==> src/rtl/cpu_core_mc.sv <==
// cpu_core_mc: multi-cycle mini CPU core (FETCH / EXEC / WB).
// Ports:
//   clk, rst_n       clock, asynchronous active-low reset
//   run              allows the pending FETCH to complete
//   instr_addr       ROM address (= pc); instr_data is the combinational ROM word
//   dbg_sel/dbg_data combinational read-back of register r[dbg_sel]
//   alu_result       registered result of the last EXEC
//   zero_flag, carry_flag, halted, illegal (sticky), retired (wrapping count)
module cpu_core_mc #(
  parameter int DATA_W = 8,
  parameter int PC_W   = 4
) (
  input  logic              clk,
  input  logic              rst_n,
  input  logic              run,
  output logic [PC_W-1:0]   instr_addr,
  input  logic [15:0]       instr_data,
  input  logic [1:0]        dbg_sel,
  output logic [DATA_W-1:0] dbg_data,
  output logic [DATA_W-1:0] alu_result,
  output logic              zero_flag,
  output logic              carry_flag,
  output logic              halted,
  output logic              illegal,
  output logic [15:0]       retired
);

  typedef enum logic [1:0] {
    S_FETCH = 2'd0,
    S_EXEC  = 2'd1,
    S_WB    = 2'd2,
    S_HALT  = 2'd3
  } state_t;

  typedef enum logic [3:0] {
    OP_NOP  = 4'h0,
    OP_LDI  = 4'h1,
    OP_ADD  = 4'h2,
    OP_SUB  = 4'h3,
    OP_AND  = 4'h4,
    OP_OR   = 4'h5,
    OP_XOR  = 4'h6,
    OP_MOV  = 4'h7,
    OP_JMP  = 4'h8,
    OP_JZ   = 4'h9,
    OP_JC   = 4'hA,
    OP_HALT = 4'hF
  } opcode_t;

  state_t            state_q, state_d;
  logic [PC_W-1:0]   pc_q, pc_d;
  logic [15:0]       ir_q, ir_d;
  logic [DATA_W-1:0] rf_q [4];
  logic [DATA_W-1:0] rf_d [4];
  logic [DATA_W-1:0] alu_q, alu_d;
  logic              z_q, z_d;
  logic              c_q, c_d;
  logic              ill_q, ill_d;
  logic [15:0]       ret_q, ret_d;

  // Instruction fields
  logic [3:0]        op;
  logic [1:0]        rd;
  logic [1:0]        rs;
  logic [DATA_W-1:0] imm_ext;
  logic [PC_W-1:0]   target;
  logic [DATA_W-1:0] a;
  logic [DATA_W-1:0] b;
  logic [DATA_W:0]   sum;
  logic [DATA_W:0]   diff;

  always_comb begin
    op      = ir_q[15:12];
    rd      = ir_q[11:10];
    rs      = ir_q[9:8];
    imm_ext = DATA_W'(ir_q[7:0]);
    target  = PC_W'(ir_q[7:0]);
    a       = rf_q[rd];
    b       = rf_q[rs];
    sum     = {1'b0, a} + {1'b0, b};
    // Top bit of the widened difference is the borrow (a < b unsigned).
    diff    = {1'b0, a} - {1'b0, b};
  end

  always_comb begin
    state_d = state_q;
    pc_d    = pc_q;
    ir_d    = ir_q;
    rf_d    = rf_q;
    alu_d   = alu_q;
    z_d     = z_q;
    c_d     = c_q;
    ill_d   = ill_q;
    ret_d   = ret_q;

    unique case (state_q)
      S_FETCH: begin
        if (run) begin
          ir_d    = instr_data;
          state_d = S_EXEC;
        end
      end

      S_EXEC: begin
        case (op)
          OP_LDI: alu_d = imm_ext;
          OP_MOV: alu_d = b;
          OP_ADD: begin
            alu_d = sum[DATA_W-1:0];
            z_d   = (sum[DATA_W-1:0] == '0);
            c_d   = sum[DATA_W];
          end
          OP_SUB: begin
            alu_d = diff[DATA_W-1:0];
            z_d   = (diff[DATA_W-1:0] == '0);
            c_d   = diff[DATA_W];
          end
          OP_AND: begin
            alu_d = a & b;
            z_d   = ((a & b) == '0);
            c_d   = 1'b0;
          end
          OP_OR: begin
            alu_d = a | b;
            z_d   = ((a | b) == '0);
            c_d   = 1'b0;
          end
          OP_XOR: begin
            alu_d = a ^ b;
            z_d   = ((a ^ b) == '0);
            c_d   = 1'b0;
          end
          OP_NOP, OP_JMP, OP_JZ, OP_JC, OP_HALT: ;
          default: ill_d = 1'b1;
        endcase
        state_d = S_WB;
      end

      S_WB: begin
        // alu_result already holds the value to write for opcodes 1..7.
        if (op >= OP_LDI && op <= OP_MOV) begin
          rf_d[rd] = alu_q;
        end
        case (op)
          OP_JMP:  pc_d = target;
          OP_JZ:   pc_d = z_q ? target : pc_q + PC_W'(1);
          OP_JC:   pc_d = c_q ? target : pc_q + PC_W'(1);
          default: pc_d = pc_q + PC_W'(1);
        endcase
        ret_d   = ret_q + 16'd1;
        state_d = (op == OP_HALT) ? S_HALT : S_FETCH;
      end

      S_HALT: ;

      default: state_d = S_FETCH;
    endcase
  end

  always_ff @(posedge clk or negedge rst_n) begin
    if (!rst_n) begin
      state_q <= S_FETCH;
      pc_q    <= '0;
      ir_q    <= '0;
      for (int unsigned i = 0; i < 4; i++) begin
        rf_q[i] <= '0;
      end
      alu_q   <= '0;
      z_q     <= 1'b0;
      c_q     <= 1'b0;
      ill_q   <= 1'b0;
      ret_q   <= '0;
    end else begin
      state_q <= state_d;
      pc_q    <= pc_d;
      ir_q    <= ir_d;
      for (int unsigned i = 0; i < 4; i++) begin
        rf_q[i] <= rf_d[i];
      end
      alu_q   <= alu_d;
      z_q     <= z_d;
      c_q     <= c_d;
      ill_q   <= ill_d;
      ret_q   <= ret_d;
    end
  end

  assign instr_addr = pc_q;
  assign dbg_data   = rf_q[dbg_sel];
  assign alu_result = alu_q;
  assign zero_flag  = z_q;
  assign carry_flag = c_q;
  assign halted     = (state_q == S_HALT);
  assign illegal    = ill_q;
  assign retired    = ret_q;

endmodule
==> config.mk <==
export PLATFORM = sky130hd
export DESIGN_NAME = cpu_core_mc
export DESIGN_NICKNAME = d
export VERILOG_FILES = /design/src/rtl/cpu_core_mc.sv
export SDC_FILE = /design/constraint.sdc
export NUM_CORES = 1
export LEC_CHECK = 0
export BUFFER_PORTS_ARGS = -buffer_cell sky130_fd_sc_hd__buf_2
export CAP_MARGIN = 25
export CORE_UTILIZATION = 54
export DETAILED_ROUTE_END_ITERATION = 10
export PLACE_DENSITY_LB_ADDON = 0.3
export SKIP_LAST_GASP = 1
export SYNTH_ARGS = -nofsm -noshare
export SYNTH_HDL_FRONTEND = slang
export SYNTH_SLANG_ARGS = --single-unit
==> constraint.sdc <==
create_clock -name clk -period 3.4 [get_ports clk]
set_input_delay 0.68 -clock clk [delete_from_list [all_inputs] [get_ports clk]]
set_output_delay 0.68 -clock clk [all_outputs]
set_load 0.02 [all_outputs]
==> summary.md <==
| Metric | Value |
|---|---|
| Status | `finished, final reports clean` |
| CTS root buffer | `clkbuf_8` |
| Async SR Flop Fraction | `100%` |
| Sequential share of power | `26.3%` |
| I/O Pins | `slightly above 60` |
| Worst Path Required | `approximately 3.7 ns` |
| Clock Path Buffers | `2` |
| Area contributors post-synth | `dfrtp_1 38%, mux2_2 10%, mux4_2 10%` |
| Initial antenna violation count | `0` |
| Switch Pwr | `~3.3 mW` |
| Worst setup SP type | `flop` |
| CTS H-tree depth | `3` |
| CTS Hold Bufs | `0` |
| Sw Share | `47.0%` |
| Detail Route Antenna Nets | `0` |
| Yosys reg bits | `between 80 and 90` |
| Crit end category | `flop` |
| Critical path class | `flop to flop` |
| Clock Power Share | `~9.8%` |
| Synth cell types | `between 60 and 70` |
| Post-route design area | `6090 um^2` |
| Post-route insts no fill | `approximately 700` |
| Clk slew on worst S/H paths | `0.09 ns` |
| Final core occ | `62.6%` |
| Most frequent cells in the layout | `79 x dfrtp_1, 59 x buf_2, 50 x mux2_2` |
| Maximum VDD drop | `roughly 490 uV` |
| # fillers | `804` |
| CP max FO | `7` |
| Max Freq | `0.313 GHz` |
| Internal | `3.69 mW` |
| Largest net degree at the start of global routing | `82` |
| Routed vias/inst | `6.05` |
| Clock Skew | `0.0137 ns` |
| Max-cap violations | `0` |
| Routed WL | `13,300 um` |
| Skew-Pair Late Insertion Delay | `0.37 ns` |
| Area of the die | `10,400 um^2` |
| Post-synth EDFFs | `0` |
| Final setup viols | `0` |
| Vias in the first global route | `4,046` |
| Share of cells above drive strength 1 | `32.3%` |
| Most common library cell in the layout ignoring fill and taps | `dfrtp_1` |
| Crit path time final | `3.19 ns` |
| Power per cell area | `~1100 nW/um^2` |
| CP arrival | `around 3.5 ns` |
| Largest area contributor in the netlist | `dfrtp_1` |
| Seq/Total Area, Yosys | `a little under two fifths` |
| Initial drt markers | `just over 200` |
| Storage cell area | `2030 um^2` |
| Gr ovfl total | `0` |
| WL per Instance | `19.0 um` |
| IO Port Bufs | `60` |
| GRT Overall Usage | `around 27%` |
| Syn avg cell area | `10.8 um^2` |
| CTS buffer count | `9` |
| Initial core utilization | `55.3%` |
| Total Power | `6.96 mW` |
| Worst slew pin tran | `approximately 0.81 ns` |
| Final Hold Violating Endpoints | `0` |
| Placed cells | `685` |
| # nets final | `618` |
| Crit share post-route | `93.8%` |
| Rows | `36` |
| Synth top area share | `around 38%` |
| Detailed Routing Iterations Pass 1 | `5` |
| Post-Syn Nets | `~550` |
| Logic pwr share | `63.8%` |
| Core Area | `9730 um^2` |
| Multi-input logic area | `3140 um^2` |
| Leak | `2.79 nW` |
| CTS tree | `yes` |
| Synthesis-to-finish area growth | `13.3%` |
| Leading register cell type out of synthesis | `dfrtp_1` |
| Mapped Area | `5380 um^2` |
| Mapped Cells | `around 500` |
| Via count | `~4,200` |
| Hold WC Path Type | `primary input to async pin` |
| DP Wirelength | `approximately 9900 um` |
| First-pass GRT wire length | `roughly 21,000 um` |
| Overall die width | `approximately 100 um` |
| Final max-slew violation count | `0` |
| Synth Warn # | `0` |
| Die Ht | `between 100 and 150 um` |
| Placed Instance Area | `5880 um^2` |
| Clock sinks | `~80` |
| RSZ-0062 raised after global routing | `no` |
| DRC | `0` |
| Slew headroom | `46.1%` |
| Setup TNS | `0 ns` |
| # diodes | `0` |
| GPL Wtd Cong | `0.956` |
==> layout make-up <==
| type | count | share of cell area (%) |
|---|---|---|
| inverters | 26 | 1.60 |
| clock inverters | 6 | 0.821 |
| clock buffers | 10 | 2.26 |
| multi-input cells | 366 | 51.5 |
| flip-flops and latches | 81 | 33.3 |
| well taps | 133 | 2.73 |
| repair buffers | 80 | 7.76 |
==> path summary, 6_finish.rpt <==
kind | from | end | slack, ns | depth (start not counted)
setup / recovery | ir_q[10] | alu_result[5] | 0.21 | 10
max in group asynchronous | rst_n | ir_q[8] | 2.53 | 2
hold / removal | rst_n | zero_flag | 0.26 | 1
min in group clk | retired[5] | retired[5] | 0.49 | 1
hold reg to reg | retired[5] | retired[5] | 0.49 | 1
setup reg to reg | ir_q[10] | alu_result[5] | 0.21 | 10
==> critical path: stages (launching register included) <==
cell	delay (ns)
dfrtp_2	0.48
mux4_2	0.57
inv_1	0.18
ha_1	0.28
a211o_1	0.35
a31o_1	0.23
a21oi_2	0.14
xnor2_1	0.09
a2111oi_1	0.52
buf_4	0.19
a21oi_1	0.06
==> power by group through the flow <==
| stage | Clock (mW) | Combinational (mW) | Sequential (mW) |
|---|---|---|---|
| after floorplan | 0 | 3.22 | 1.76 |
| after global placement | 0 | 4.34 | 1.80 |
| after detailed placement | 0 | 4.36 | 1.84 |
| after CTS | 0.698 | 4.39 | 1.82 |
| after global routing | 0.732 | 4.83 | 1.89 |
| final | 0.684 | 4.44 | 1.83 |
==> timing repair <==
| action | in CTS | in global routing |
|---|---|---|
| gates resized for setup | 0 | 3 |
| buffers inserted | 0 | 0 |
| setup endpoints to repair | 0 | 3 |
| endpoints found under the hold margin | 0 | 0 |
==> Yosys cell counts (3+ instances only) <==
cell type	count
o21ai_0	18
nand2_1	37
mux4_2	25
o21bai_1	3
nor2_1	29
xnor2_1	15
clkbuf_1	17
a31oi_1	5
o21a_1	4
dfrtp_1	81
nand3_1	11
inv_1	26
a211o_1	3
nor3_1	13
a21oi_1	22
nand4_1	4
or2_2	3
o22ai_1	3
and3_1	6
mux2i_1	4
a211oi_1	4
buf_2	4
nor2b_1	8
a22o_1	3
ha_1	31
xor2_1	9
nor3b_1	3
mux2_2	50
nand2b_1	8
nor4_1	3
==> stage by stage <==
stage	hold WS, ns	worst slack [ns]
2_1_floorplan	0.384	0.178
3_3_place_gp	0.457	0.103
3_5_place_dp	0.473	0.0656
4_1_cts	0.490	0.0408
5_1_grt	0.287	0.0200
6_report	0.261	0.209
==> layer usage <==
layer | routed length, um | global-route usage [%]
met3 | 679 | 4.58
met1 | 5940 | 37.6
met2 | 6240 | 41.4
met4 | 442 | 12.5
met5 | 0 | 0
==> cells by family (layout without fill, tap and decap cells) <==
family          Yosys count  after routing  share of synthesized area [%]
buf+inv                  52            122                           4.00
xor+xnor                 24             24                           3.91
flops                    81             81                           37.7
fa+ha+maj                33             33                           7.95
simple gates            143            143                           14.0
mux                      79             79                           21.7
compound gates           87             87                           10.9
==> state kept, by name (all words and copies together), names as in the netlist, 2 cells and up <==
name / count
retired: 16
ir_q: 16
rf_q: 32
state_q: 2
instr_addr: 4
alu_result: 8
No activity file was read; power rests on OpenSTA's default activity.
